==> config.mk <==
export PLATFORM = sky130hd
export DESIGN_NAME = demux_lane_dispatcher
export DESIGN_NICKNAME = d
export VERILOG_FILES = /design/src/rtl/demux_pkg.sv /design/src/rtl/lane_fifo.sv /design/src/rtl/demux_lane_dispatcher.sv
export SDC_FILE = /design/constraint.sdc
export NUM_CORES = 1
export LEC_CHECK = 0
export CAP_MARGIN = 15
export CORE_ASPECT_RATIO = 0.8
export CORE_MARGIN = 3
export CORE_UTILIZATION = 32
export CTS_CLUSTER_DIAMETER = 30
export DETAILED_ROUTE_END_ITERATION = 10
export PLACE_DENSITY = 0.56
export SLEW_MARGIN = 20
export SYNTH_ARGS = -nofsm -noshare
export SYNTH_HDL_FRONTEND = slang
export SYNTH_SLANG_ARGS = --single-unit
export TNS_END_PERCENT = 20
==> constraint.sdc <==
create_clock -name clk -period 11.2 [get_ports clk]
set_input_delay 2.24 -clock clk [delete_from_list [all_inputs] [get_ports clk]]
set_output_delay 2.24 -clock clk [all_outputs]
set_load 0.02 [all_outputs]
==> src/rtl/demux_pkg.sv <==
// Shared definitions for the 1-to-2 demux lane pair: select-to-lane mapping,
// default word width and the lane index type.
package demux_pkg;

  localparam logic LANE0_SEL      = 1'b1;
  localparam logic LANE1_SEL      = 1'b0;
  localparam int   DEFAULT_DATA_W = 8;

  typedef logic [0:0] lane_idx_t;

endpackage

==> src/rtl/lane_fifo.sv <==
// Per-lane first-word-fall-through FIFO with a registered head word and
// registered valid, so a pushed word appears at the head one cycle later.
module lane_fifo #(
  parameter int DATA_W = 8,
  parameter int DEPTH  = 4
) (
  input  logic              clk,
  input  logic              rst,
  input  logic              push,
  input  logic [DATA_W-1:0] push_data,
  output logic              full,
  input  logic              pop_ready,
  output logic              valid,
  output logic [DATA_W-1:0] data
);

  localparam int PW = $clog2(DEPTH);
  localparam int CW = $clog2(DEPTH + 1);
  localparam logic [CW-1:0] FULL_CNT = CW'(DEPTH);

  if (DEPTH < 2 || (DEPTH & (DEPTH - 1)) != 0) begin : g_depth_check
    $error("lane_fifo: DEPTH must be a power of two and at least 2");
  end

  logic [DATA_W-1:0] mem [DEPTH];
  logic [PW-1:0]     wr_ptr;
  logic [PW-1:0]     rd_ptr;
  logic [PW-1:0]     rd_ptr_n;
  logic [CW-1:0]     count;
  logic [CW-1:0]     count_n;
  logic              do_push;
  logic              do_pop;

  assign full = (count == FULL_CNT);

  always_comb begin
    do_push  = push && !full;
    do_pop   = valid && pop_ready;
    rd_ptr_n = do_pop ? rd_ptr + PW'(1) : rd_ptr;
    // NOTE: every path assigns count_n (default arm), so no latch is inferred.
    case ({do_push, do_pop})
      2'b10:   count_n = count + CW'(1);
      2'b01:   count_n = count - CW'(1);
      default: count_n = count;
    endcase
  end

  // NOTE: storage is left unreset; only pointers, count and the head register
  // need defined values, which keeps the array a plain RAM.
  always_ff @(posedge clk) begin
    if (do_push) mem[wr_ptr] <= push_data;
  end

  always_ff @(posedge clk) begin
    if (rst) begin
      wr_ptr <= '0;
      rd_ptr <= '0;
      count  <= '0;
      valid  <= 1'b0;
      data   <= '0;
    end else begin
      if (do_push) wr_ptr <= wr_ptr + PW'(1);
      rd_ptr <= rd_ptr_n;
      count  <= count_n;
      valid  <= (count_n != '0);
      // The next head is either the word landing this cycle or one already stored.
      if (count_n != '0)
        data <= (do_push && wr_ptr == rd_ptr_n) ? push_data : mem[rd_ptr_n];
    end
  end

endmodule

==> src/rtl/demux_lane_dispatcher.sv <==
// Front end of the demux lane pair: picks a lane per word (explicit or
// round-robin), buffers each lane in a lane_fifo and counts dispatched words.
module demux_lane_dispatcher
  import demux_pkg::*;
#(
  parameter int DATA_W = DEFAULT_DATA_W,
  parameter int DEPTH  = 4,
  parameter int CNT_W  = 8
) (
  input  logic              clk,
  input  logic              rst,
  input  logic              in_valid,
  output logic              in_ready,
  input  logic [DATA_W-1:0] in_data,
  input  logic              in_sel,
  input  logic              rr_mode,
  output logic [1:0]        out_valid,
  input  logic [1:0]        out_ready,
  output logic [DATA_W-1:0] out_data0,
  output logic [DATA_W-1:0] out_data1,
  output logic [CNT_W-1:0]  cnt0,
  output logic [CNT_W-1:0]  cnt1
);

  logic      rr_sel;
  logic      eff_sel;
  lane_idx_t target;
  logic      accept;
  logic [1:0] full;
  logic [1:0] push;

  // A full target stalls the stream; round-robin never skips to the other lane.
  always_comb begin
    eff_sel  = rr_mode ? rr_sel : in_sel;
    target   = (eff_sel == LANE1_SEL) ? lane_idx_t'(1) : lane_idx_t'(0);
    in_ready = !rst && !full[target];
    accept   = in_valid && in_ready;
    push     = 2'b00;
    if (accept) push[target] = 1'b1;
  end

  // NOTE: sequential state uses non-blocking assignments so every register
  // samples pre-edge values regardless of block ordering.
  always_ff @(posedge clk) begin
    if (rst) begin
      rr_sel <= 1'b0;
      cnt0   <= '0;
      cnt1   <= '0;
    end else if (accept) begin
      if (target == lane_idx_t'(0)) cnt0 <= cnt0 + CNT_W'(1);
      else                          cnt1 <= cnt1 + CNT_W'(1);
      if (rr_mode) rr_sel <= ~rr_sel;
    end
  end

  lane_fifo #(.DATA_W(DATA_W), .DEPTH(DEPTH)) u_lane0 (
    .clk       (clk),
    .rst       (rst),
    .push      (push[0]),
    .push_data (in_data),
    .full      (full[0]),
    .pop_ready (out_ready[0]),
    .valid     (out_valid[0]),
    .data      (out_data0)
  );

  lane_fifo #(.DATA_W(DATA_W), .DEPTH(DEPTH)) u_lane1 (
    .clk       (clk),
    .rst       (rst),
    .push      (push[1]),
    .push_data (in_data),
    .full      (full[1]),
    .pop_ready (out_ready[1]),
    .valid     (out_valid[1]),
    .data      (out_data1)
  );

endmodule

==> impl_metrics.tcl <==
set metrics [dict create \
    leakage_nw 2.33 \
    seq_power_share_pct 39.4 \
    grt_overflow 0 \
    antenna_cells 0 \
    final-setup-viol-count 0 \
    gp_routability_congestion 0.775 \
    antenna_found_initial 0 \
    required_ns 8.96 \
    ys_warn_count 0 \
    die-width_um 151 \
    clock_sinks 113 \
    post-synth-top-count-cell "edfxtp_1" \
    fin_cells 708 \
    root_buffer "clkbuf_16" \
    syn-cell-area_mm2 0.00536 \
    hold_path.class "register to register" \
    seq_area_frac_synth_pct 54.2 \
    power_frac_clock_pct 45.9 \
    crit_type "input pin to primary output" \
    synthTopCellsByArea "edfxtp_1, dfxtp_1, mux2i_1" \
    cts_made_buffers 17 \
    start_util_pct 33.3 \
    placementRows 41 \
    drive_gt1_share_pct 11.0 \
    totalNegativeSetupSlack_ns 0 \
    p_int_uw 924 \
    drt-pass1-iter-count 4 \
    wl_mm 11.9 \
    synth_ff_type "edfxtp_1" \
    vias_per_cell 4.97 \
    grt_max_degree 45 \
    clock_skew_ns 0.00622 \
    cts_resized 0 \
    io_buffers 49 \
    synth_area_leader_cell "edfxtp_1" \
    synthCells 435 \
    postCtsSetupBuffers 0 \
    grt_pass1_vias 3481 \
    num_vias 3520 \
    ys_ff_latch 113 \
    wl_per_cell_um 16.8 \
    p_sw_share_pct 25.9 \
    nets 509 \
    maxCapViolCount 0 \
    status "finished, final reports clean" \
    hold_viol_final 0 \
    ys_async_sr_fraction_pct 0 \
    slew_headroom_pct 32.7 \
    ioPinCount 50 \
    critPathLaunchType "input pin" \
    gr-usage-all-layers_pct 13.6 \
    wl_met1_mm 5.64 \
    p_comb_share_pct 14.7 \
    dr_wl_met3_um 584 \
    fin_hold_ws_ns 0.483 \
    dr_wl_met2_mm 5.56 \
    first_iter_violations 198 \
    top_layer "met4" \
    synth_nets 464 \
    synth_cell_types 59 \
    p_switching_uw 323 \
    cts_tree "built" \
    ctsHoldBuffers 0 \
    dp_hpwl_mm 8.24 \
    drc 0 \
    endpoint_kind "primary output" \
    dieHeight_um 122 \
    max_freq_mhz 159 \
    critPathArrivalTime_ns 4.06 \
    rsz0062_at_grt "false" \
    ant_nets 0 \
    cts.clk_slew.worst_paths_ns 0.05 \
    grt_pass1_wl_mm 18.7 \
    placedCellCount 676 \
    powerDensity_mw_per_mm2 188 \
    htree_levels 4 \
    utilization_pct 41.1 \
    fin_crit_ns 6.30 \
    synth_edf_count 64 \
    cp_max_fo 5 \
    worst_pin_slew_ns 1.01 \
    synth_commonest_cells "edfxtp_1, dfxtp_1, mux2i_1" \
    cts_buffer_depth 2 \
    period_share_pct 56.3 \
    ir_drop_mv 0.110 \
    syn_to_final_growth_pct 23.6 \
    maxSlewViolCount 0 \
    core_area_mm2 0.0161 \
    syn_area_per_cell_um2 12.3 \
    synth.top_cell.area_share_pct 35.9 \
    die_area_mm2 0.0183 \
    fin_total_pwr_mw 1.25 \
    clk_latency_ns 0.41 \
]
critical path: stages:
cell             delay [ns]
clkdlybuf4s50_1        0.49
mux2_2                 0.42
nor2_1                 0.16
nor2_1                 0.06
nor2_1                 0.08
clkdlybuf4s50_1        0.61
layer usage:
layer,up-vias,track usage (%)
li1,1697,-
met4,0,4.53
met5,-,0
met2,83,21.3
met3,15,3.83
met1,1725,18.2
flip-flops by register name, indices dropped and copies added, names as in the netlist:
| signal | flops |
|---|---|
| u_lane0.wr_ptr | 2 |
| u_lane0.count | 3 |
| u_lane1.data | 8 |
| u_lane1.mem | 32 |
| u_lane0.rd_ptr | 2 |
| u_lane1.count | 3 |
| cnt0 | 8 |
| u_lane0.data | 8 |
| u_lane1.valid | 1 |
| u_lane1.wr_ptr | 2 |
| u_lane0.mem | 32 |
| u_lane1.rd_ptr | 2 |
| u_lane0.valid | 1 |
| cnt1 | 8 |
| rr_sel | 1 |
power groups by stage:
| stage | clock network, mW | registers (mW) | logic (mW) |
|---|---|---|---|
| final | 0.573 | 0.491 | 0.183 |
| after global routing | 0.607 | 0.494 | 0.199 |
| after global placement | 0 | 0.499 | 0.179 |
| after CTS | 0.583 | 0.492 | 0.185 |
| after floorplan | 0 | 0.501 | 0.117 |
| after detailed placement | 0 | 0.500 | 0.184 |
cell families (layout without fill, tap and decap cells):
family                   count (synthesis)  in the layout  share of synthesized area [%]
adder cells (fa/ha/maj)                 14             14                           3.55
flip-flops                             113            113                           54.2
XOR/XNOR                                29             29                           5.25
AND/OR/NAND/NOR                        114            114                           11.1
AO/OA/AOI/OAI                           65             65                           10.3
multiplexers                            50             50                           11.2
buffers and inverters                   50            108                           4.39
layout make-up:
type | instances | area (um2)
clock inverter | 15 | 208
inverter | 26 | 97.6
multi-input combinational | 272 | 2220
fill | 1503 | 9480
timing repair buffer | 50 | 498
sequential | 113 | 2900
clock buffer | 17 | 425
tap | 215 | 269
worst paths after layout:
check	cells after the start	end	slack, ns	from
worst min register to register	1	u_lane1.data[4]	0.48	u_lane1.data[4]
worst max-delay path	6	in_ready	4.90	rr_mode
worst min-delay path	1	u_lane1.data[4]	0.48	u_lane1.data[4]
worst max register to register	10	u_lane1.data[1]	7.48	rr_sel
placed cells by master, fill, tap and decap left out, types with 2 or more instances in the layout:
cell type,netlist,layout
dfxtp_1,49,48
a221o_1,8,8
inv_6,0,3
and3_1,4,4
nand2_2,2,2
and2_1,10,10
a21oi_1,9,9
o311ai_1,6,6
o311ai_0,2,2
clkinv_4,0,4
clkinv_1,1,2
bufinv_16,0,4
clkbuf_16,0,17
xnor3_1,2,2
nor3_1,2,2
or3_1,2,2
fa_1,2,2
inv_1,24,24
mux2i_1,41,41
a2bb2oi_1,8,8
mux4_2,8,8
o21ai_0,3,3
nor2_1,38,38
a21o_1,9,9
nor2b_1,3,2
clkinvlp_4,0,3
ha_1,12,12
clkdlybuf4s50_1,0,49
nand4_1,13,13
edfxtp_1,64,64
and4_1,2,2
nor3b_1,3,3
nand3_1,4,4
o2111ai_1,8,8
xor2_1,18,18
xnor2_1,9,9
nand2_1,22,22
per-stage QoR:
| stage | worst slack [ns] | area (um2) |
|---|---|---|
| after floorplan | 5.81 | 5360 |
| after global placement | 4.71 | 5990 |
| after detailed placement | 4.46 | 5990 |
| after CTS | 4.86 | 6620 |
| after global routing | 4.81 | 6630 |
| final | 4.90 | 6630 |
No activity file was read; power rests on OpenSTA's default activity.
